File: config.mk
export PLATFORM = sky130hd
export DESIGN_NAME = cla_serial_addsub
export DESIGN_NICKNAME = d
export VERILOG_FILES = /design/src/rtl/cla_serial_addsub_pkg.sv /design/src/rtl/cla_serial_addsub_group.sv /design/src/rtl/cla_serial_addsub.sv
export SDC_FILE = /design/constraint.sdc
export NUM_CORES = 1
export LEC_CHECK = 0
export CAP_MARGIN = 20
export CORE_UTILIZATION = 46
export DETAILED_ROUTE_END_ITERATION = 16
export GPL_ROUTABILITY_DRIVEN = 0
export PLACE_DENSITY = 0.74
export SYNTH_ARGS = -nofsm -noshare
export SYNTH_HDL_FRONTEND = slang
export SYNTH_SLANG_ARGS = --single-unit
File: constraint.sdc
create_clock -name clk -period 2.2 [get_ports clk]
set_clock_uncertainty 0.05 [all_clocks]
set_input_delay 0.44 -clock clk [delete_from_list [all_inputs] [get_ports clk]]
set_output_delay 0.44 -clock clk [all_outputs]
set_load 0.005 [all_outputs]
File: src/rtl/cla_serial_addsub_pkg.sv
// Shared types and elaboration helpers for the serial carry-lookahead adder/subtractor.
package cla_pkg;

  typedef enum logic [1:0] {
    IDLE = 2'd0,
    RUN  = 2'd1,
    DONE = 2'd2
  } state_t;

  function automatic int clog2(input int value);
    int r;
    r = 0;
    for (int i = 0; i < 32; i++) begin
      if ((1 << r) < value) r = r + 1;
    end
    return r;
  endfunction

  // A single-group datapath still needs a 1-bit index register.
  function automatic int idx_width(input int ngroups);
    return (clog2(ngroups) < 1) ? 1 : clog2(ngroups);
  endfunction

endpackage

File: src/rtl/cla_serial_addsub_group.sv
// Combinational GROUP-bit carry-lookahead slice with flattened carry equations.
module cla_group #(
  parameter int GROUP = 4
) (
  input  logic [GROUP-1:0] a,
  input  logic [GROUP-1:0] b,
  input  logic             cin,
  output logic [GROUP-1:0] sum,
  output logic             cout,
  output logic             c_msb,
  output logic             grp_p,
  output logic             grp_g
);

  logic [GROUP-1:0] p;
  logic [GROUP-1:0] g;
  logic [GROUP:0]   c;
  logic             g_acc;
  logic             p_run;

  assign p = a ^ b;
  assign g = a & b;

  // Each carry is a sum of products over all lower bits, not a ripple chain.
  always_comb begin
    c     = '0;
    g_acc = 1'b0;
    p_run = 1'b1;
    c[0]  = cin;
    for (int i = 0; i < GROUP; i++) begin
      g_acc = 1'b0;
      p_run = 1'b1;
      for (int j = i; j >= 0; j--) begin
        g_acc = g_acc | (g[j] & p_run);
        p_run = p_run & p[j];
      end
      c[i+1] = g_acc | (cin & p_run);
    end
  end

  assign sum   = p ^ c[GROUP-1:0];
  assign cout  = c[GROUP];
  assign c_msb = c[GROUP-1];
  assign grp_p = &p;
  assign grp_g = g_acc;

endmodule

File: src/rtl/cla_serial_addsub.sv
// Multi-cycle adder/subtractor: one CLA group resolved per clock, LSB group first.
module cla_serial_addsub
  import cla_pkg::*;
#(
  parameter int WIDTH = 16,
  parameter int GROUP = 4
) (
  input  logic             clk,
  input  logic             rst_n,
  input  logic             in_valid,
  output logic             in_ready,
  input  logic [WIDTH-1:0] a,
  input  logic [WIDTH-1:0] b,
  input  logic             cin,
  input  logic             sub,
  output logic             out_valid,
  input  logic             out_ready,
  output logic [WIDTH-1:0] sum,
  output logic             cout,
  output logic             ovf
);

  localparam int NGROUPS = WIDTH / GROUP;
  localparam int IDXW    = idx_width(NGROUPS);
  localparam logic [IDXW-1:0] LAST_IDX = IDXW'(NGROUPS - 1);

  generate
    if ((WIDTH % GROUP) != 0) begin : g_bad_width
      $error("cla_serial_addsub: WIDTH must be a multiple of GROUP");
    end
    if (GROUP < 1 || GROUP > 8) begin : g_bad_group
      $error("cla_serial_addsub: GROUP must be in 1..8");
    end
  endgenerate

  state_t           state_q, state_d;
  logic [WIDTH-1:0] a_q, a_d;
  logic [WIDTH-1:0] b_q, b_d;
  logic             carry_q, carry_d;
  logic [IDXW-1:0]  idx_q, idx_d;
  logic [WIDTH-1:0] sum_q, sum_d;
  logic             cout_q, cout_d;
  logic             ovf_q, ovf_d;

  logic [GROUP-1:0] grp_a;
  logic [GROUP-1:0] grp_b;
  logic [GROUP-1:0] grp_sum;
  logic             grp_cout;
  logic             grp_c_msb;
  logic             grp_p;
  logic             grp_g;

  assign grp_a = a_q[idx_q*GROUP +: GROUP];
  assign grp_b = b_q[idx_q*GROUP +: GROUP];

  cla_group #(
    .GROUP (GROUP)
  ) u_group (
    .a     (grp_a),
    .b     (grp_b),
    .cin   (carry_q),
    .sum   (grp_sum),
    .cout  (grp_cout),
    .c_msb (grp_c_msb),
    .grp_p (grp_p),
    .grp_g (grp_g)
  );

  always_comb begin
    state_d = state_q;
    a_d     = a_q;
    b_d     = b_q;
    carry_d = carry_q;
    idx_d   = idx_q;
    sum_d   = sum_q;
    cout_d  = cout_q;
    ovf_d   = ovf_q;
    case (state_q)
      IDLE: begin
        if (in_valid) begin
          // Subtraction is a + ~b + 1, so the +1 rides in on the carry register.
          a_d     = a;
          b_d     = sub ? ~b : b;
          carry_d = sub ? 1'b1 : cin;
          idx_d   = '0;
          state_d = RUN;
        end
      end
      RUN: begin
        sum_d[idx_q*GROUP +: GROUP] = grp_sum;
        carry_d = grp_g | (grp_p & carry_q);
        idx_d   = idx_q + 1'b1;
        if (idx_q == LAST_IDX) begin
          cout_d  = grp_cout;
          ovf_d   = grp_c_msb ^ grp_cout;
          idx_d   = '0;
          state_d = DONE;
        end
      end
      DONE: begin
        if (out_ready) state_d = IDLE;
      end
      default: state_d = IDLE;
    endcase
  end

  always_ff @(posedge clk or negedge rst_n) begin
    if (!rst_n) begin
      state_q <= IDLE;
      a_q     <= '0;
      b_q     <= '0;
      carry_q <= 1'b0;
      idx_q   <= '0;
      sum_q   <= '0;
      cout_q  <= 1'b0;
      ovf_q   <= 1'b0;
    end else begin
      state_q <= state_d;
      a_q     <= a_d;
      b_q     <= b_d;
      carry_q <= carry_d;
      idx_q   <= idx_d;
      sum_q   <= sum_d;
      cout_q  <= cout_d;
      ovf_q   <= ovf_d;
    end
  end

  assign in_ready  = (state_q == IDLE);
  assign out_valid = (state_q == DONE);
  assign sum       = sum_q;
  assign cout      = cout_q;
  assign ovf       = ovf_q;

endmodule

After elaboration in Yosys (flattened, before gate mapping)
Cells that the tools add are included.

storage, ports and cells
  bits in registers = 55
  latch bits = 0
  memory bits (writable) = 0
  bits in read-only memories = 0
  input bits = 38
  output and inout bits = 20
  logic and storage cells = 72
  memories = 0

cells by class
  $add $sub $neg = 2
  $mul = 0
  div/mod/pow operators = 0
  order comparisons = 0
  equality and inequality tests = 6
  shift operators = 4
  multiplexer cells = 12
  bitwise gates (word level) = 33
  reductions and logical operators = 7

operators with widths
  cell                                                   count
  negator 4 -> 34 bit                                    1
  variable shift 4 x 34 -> 16 bit, first input constant  1
  indexed part select 4 x 34 -> 16 bit                   1
  indexed part select 16 x 5 -> 4 bit                    2
  AND 1 bit                                              17
  bitwise mux 16 bit                                     1
  two-way mux 16 bit                                     1
  NOT 16 bit                                             1
  OR 1 bit                                               11
  two-way mux 2 bit                                      5
  bitwise XOR 4 bit                                      2
  one-hot mux 2 bit (3 select lines)                     1
  AND reduction 2 bit                                    3
  AND 4 bit                                              1
  == test 2 bit, second input constant                   2
  inequality test 2 bit, second input constant           2
  one-hot mux 2 bit (2 select lines)                     1
  AND reduction 4 bit                                    1
  AND reduction 3 bit                                    1
  adder 2 x 1 -> 2 bit, second input constant            1
  == test 2 x 1 -> 1 bit, second input constant          1
  zero test 2 bit                                        1
  two-way mux 1 bit                                      2
  inequality test 2 x 1 -> 1 bit, second input constant  1
  other kinds (3)                                        3

Depth between registers and ports, before layout
  depth in word-level cells = 9
  gate-level depth with buffers = 8
  depth with buffers taken out = 6

Modules after synthesis
A second synthesis with hierarchy kept.

unflattened totals
  cells, all modules = 226
  area total of the unflattened synthesis = 2767.7 um^2

modules (own cells, without submodules)
  module             instances  cells an instance  area each (um^2)  seq. area each (um^2)
  cla_serial_addsub  1          208                2600.0            1376.3
  cla_group          1          18                 167.7             0.0

Least setup slack after synthesis
OpenSTA, ideal clock, no wires.

  path kind = register -> register
  start = register idx_q[0]
  end = register sum_q[11], in the netlist sum[11]
  setup time = 66 ps
  arrival = 2206 ps
  data required time = 2084 ps
  setup slack = -122 ps
  stages on the path, launching flop included = 9
  buffers on the path = 2
  period minus slack after synthesis = 2322 ps
  cells stage by stage = dfrtp_1 > buf_4 > buf_4 > mux4_2 > ha_1 > o21ai_0 > o21bai_2 > xor2_1 > a22o_1

on the way
  cells in the longest elaborated chain, start to end = 9
  elaborated cells between the ends (all ways) = 24
  those cells by class = add/sub (1); shift (4); mux (1); bitwise (18)

ends and longest elaborated chain
  element                                                        RTL line                                                      source
  start, declared                                                cla_serial_addsub.sv:40                                       logic [IDXW-1:0] idx_q, idx_d;
  start signal, assigned                                         cla_serial_addsub.sv:122                                      idx_q <= idx_d;
  indexed part select 16 x 5 -> 4 bit, on equally long branches  cla_serial_addsub.sv:53, cla_serial_addsub.sv:54
  AND 4 bit or bitwise XOR 4 bit (tied branches)                 cla_serial_addsub_group.sv:22, cla_serial_addsub_group.sv:21
  AND 1 bit, on equally long branches                            cla_serial_addsub_group.sv:34, cla_serial_addsub_group.sv:35
  OR 1 bit (tied with other cells)                               cla_serial_addsub_group.sv:34                                 g_acc = g_acc | (g[j] & p_run);
  OR 1 bit or AND 1 bit (tied branches)                          cla_serial_addsub_group.sv:34, cla_serial_addsub_group.sv:37
  OR 1 bit                                                       cla_serial_addsub_group.sv:37                                 c[i+1] = g_acc | (cin & p_run);
  bitwise XOR 4 bit                                              cla_serial_addsub_group.sv:41                                 assign sum = p ^ c[GROUP-1:0];
  indexed part select 4 x 34 -> 16 bit                           cla_serial_addsub.sv:90                                       sum_d[idx_q*GROUP +: GROUP] = grp_sum;
  bitwise mux 16 bit (*)                                         cla_serial_addsub.sv:90
  end signal, assigned                                           cla_serial_addsub.sv:123                                      sum_q <= sum_d;
  end, declared                                                  cla_serial_addsub.sv:41                                       logic [WIDTH-1:0] sum_q, sum_d;

Every way passes the cells marked *; elsewhere a longest branch is shown, timed or not.
A chain may end at the register's enable or synchronous reset.

Final worst setup path
  start = register idx_q[0]
  end = register sum_q[15], in the netlist sum[15]

The elaborated chain is that of the path after synthesis.

==> impl_metrics.tcl <==
set metrics [dict create \
    grt_max_degree 39 \
    dp_hpwl_mm 4.06 \
    postSynthAreaPerCell_um2 11.9 \
    cts.clk_slew.worst_paths_ns 0.10 \
    synth_nets 282 \
    die_area_um2 6320 \
    fin_nets 349 \
    netlist_area_um2 2760 \
    clkSinkCount 55 \
    fin_tns_setup_ns -0.235 \
    outcome "complete, but fails checks" \
    grt_remaining_overflow 0 \
    final_area_um2 3690 \
    hold_violations 0 \
    area_growth_pct 33.6 \
    synth_edf_count 0 \
    io_pins 58 \
    ant_nets 0 \
    synth.distinct_cells 35 \
    placed_area_um2 3500 \
    ys_warn_count 0 \
    drv_slew 0 \
    fmax_mhz 444 \
    cts_root_buf "clkbuf_8" \
    drc 0 \
    yosys.area.top_type "dfrtp_1" \
    grt_antenna_before_repair 0 \
    start_util 0.489 \
    start_kind "flip-flop" \
    cts_tree "built" \
    critPathKind "flip-flop to flip-flop" \
    cellLeakagePower_nw 1.52 \
    arrival_ns 2.41 \
    die_w_um 79.5 \
    grt_pass1_wl_mm 9.76 \
    worst_path_max_delay_cell "mux4_2" \
    clk_path_buf_depth 2 \
    slew_headroom 0.552 \
    cts.htree.levels 2 \
    timing.final.ws_setup_ns -0.0498 \
    rsz0062_at_grt "yes" \
    finalCritPeriodShare 1.02 \
    core_um2 5640 \
    clk_latency_ns 0.31 \
    die_y_um 79.5 \
    via_per_inst 5.18 \
    synth.area.top_cells "dfrtp_1, mux4_2, mux2_2, xnor2_1, ha_1" \
    final_common_cell "clkdlybuf4s50_1" \
    track_usage 0.206 \
    finalWirelength_mm 5.58 \
    peakVddDrop_uv 964 \
    hp-class "primary input to async pin" \
    syn_inst 233 \
    rows 27 \
    wl_per_cell_um 15.0 \
    powerDensity_nw_per_um2 1700 \
    required_ns 2.36 \
    path_buf_inv 1 \
    synthFlopType "dfrtp_1" \
    portBuffers 57 \
    drv_cap 0 \
    cts_made_buffers 5 \
    diodes 0 \
    layout_common_cells "clkdlybuf4s50_1, dfrtp_1, nor2_1" \
    violations "negative setup slack" \
    drt_iter0_drc 127 \
    path_cells "buf_6 -> mux4_2 -> ha_4 -> a211oi_4 -> o21bai_4 -> xor2_4 -> a22o_1" \
    fin_crit_ns 2.25 \
    setup_viol 9 \
    ys_seq_area_frac 0.498 \
    async_flop_share 1.00 \
    ys_ff_latch 55 \
    crit_family "compound AO/OA/AOI/OAI gates" \
    first_pass_iters 4 \
    synth_top_area_frac 0.498 \
    grt_pass1_vias 2070 \
    vias 1933 \
    drive_above_1_share 0.226 \
    slowest_delay_ns 0.55 \
    tightest_slew_ns 0.673 \
    cp_max_fo 4 \
    crit_path_end_kind "flip-flop" \
]
==> layer usage <==
layer	routed length [um]	up-vias	track usage
li1	-	948	-
met1	2480	935	0.256
met2	2840	42	0.354
met3	179	8	0.0434
met4	78	0	0.0727
met5	0	-	0
==> cell families (layout without fill, tap and decap cells) <==
kind of cell,Yosys count,in the layout,synth area share
adder cells (fa/ha/maj),11,11,0.0526
buffers and inverters,19,87,0.0376
flip-flops,55,55,0.498
AO/OA/AOI/OAI,48,48,0.125
XOR/XNOR,19,19,0.0603
AND/OR/NAND/NOR,56,56,0.0924
multiplexers,25,25,0.134
==> timing repair <==
item                       4_1_cts  5_1_grt
resized for setup                5        7
setup endpoints to repair       15       18
pin swaps                       14       10
buffers inserted                 2        0
hold buffers                     0        0
==> Yosys cell counts (2+ instances only) <==
cell and instances:
nor2_1 25, a21oi_1 21, a22o_1 6, buf_4 4
nand2_1 16, dfrtp_1 55, ha_1 10, o41ai_2 4
xor2_1 3, inv_1 7, xnor2_1 16, buf_2 5
o21ai_0 3, nand2b_1 5, nand2_2 3, nand3b_1 2
o31ai_1 8, mux4_2 8, a31oi_1 2, mux2_2 15
==> flip-flops by register name (all words and copies together), names as in the netlist <==
signal and cells:
carry_q 1, cout 1, b_q 16, a_q 16, sum 16, state_q 2, ovf 1, idx_q 2
==> cell type report <==
cell class | instances | area [um^2]
repair buffers | 72 | 698
inverters | 7 | 26.3
multi-input cells | 159 | 1400
well taps | 72 | 90.1
clock inverters | 1 | 8.76
fillers | 455 | 1950
clock buffers | 7 | 86.3
flip-flops and latches | 55 | 1380
==> path summary, 6_finish.rpt <==
| check | startpoint | end | slack, ns | depth (start not counted) |
|---|---|---|---|---|
| setup / recovery | idx_q[0] | sum[15] | -0.05 | 7 |
| hold / removal | rst_n | sum[13] | 0.1 | 1 |
| setup reg to reg | idx_q[0] | sum[15] | -0.05 | 7 |
| hold reg to reg | sum[1] | sum[1] | 0.44 | 2 |
| max in group asynchronous | rst_n | b_q[0] | 1.32 | 2 |
| min in group clk | sum[1] | sum[1] | 0.44 | 2 |
==> report_power, final <==
part | internal (W) | total (W) | switching, W
clock network | 0.000259 | 0.000591 | 0.000332
registers | 0.00145 | 0.00174 | 0.000292
logic | 0.00199 | 0.00395 | 0.00196
==> through the flow <==
step / setup WS [ns] / hold WS (ns) / instances / utilization / power, W
floorplan: -0.0183 / 0.0944 / 233 / - / 0.00405
global placement: -0.0394 / 0.412 / 363 / 0.620 / 0.00497
detailed placement: -0.110 / 0.419 / 363 / 0.620 / 0.00506
CTS: -0.0452 / 0.125 / 373 / 0.646 / 0.00590
global route: -0.158 / 0.145 / 373 / 0.654 / 0.00673
finish: -0.0498 / 0.0993 / 373 / 0.654 / 0.00628
Power figures use the tool's default switching activity.
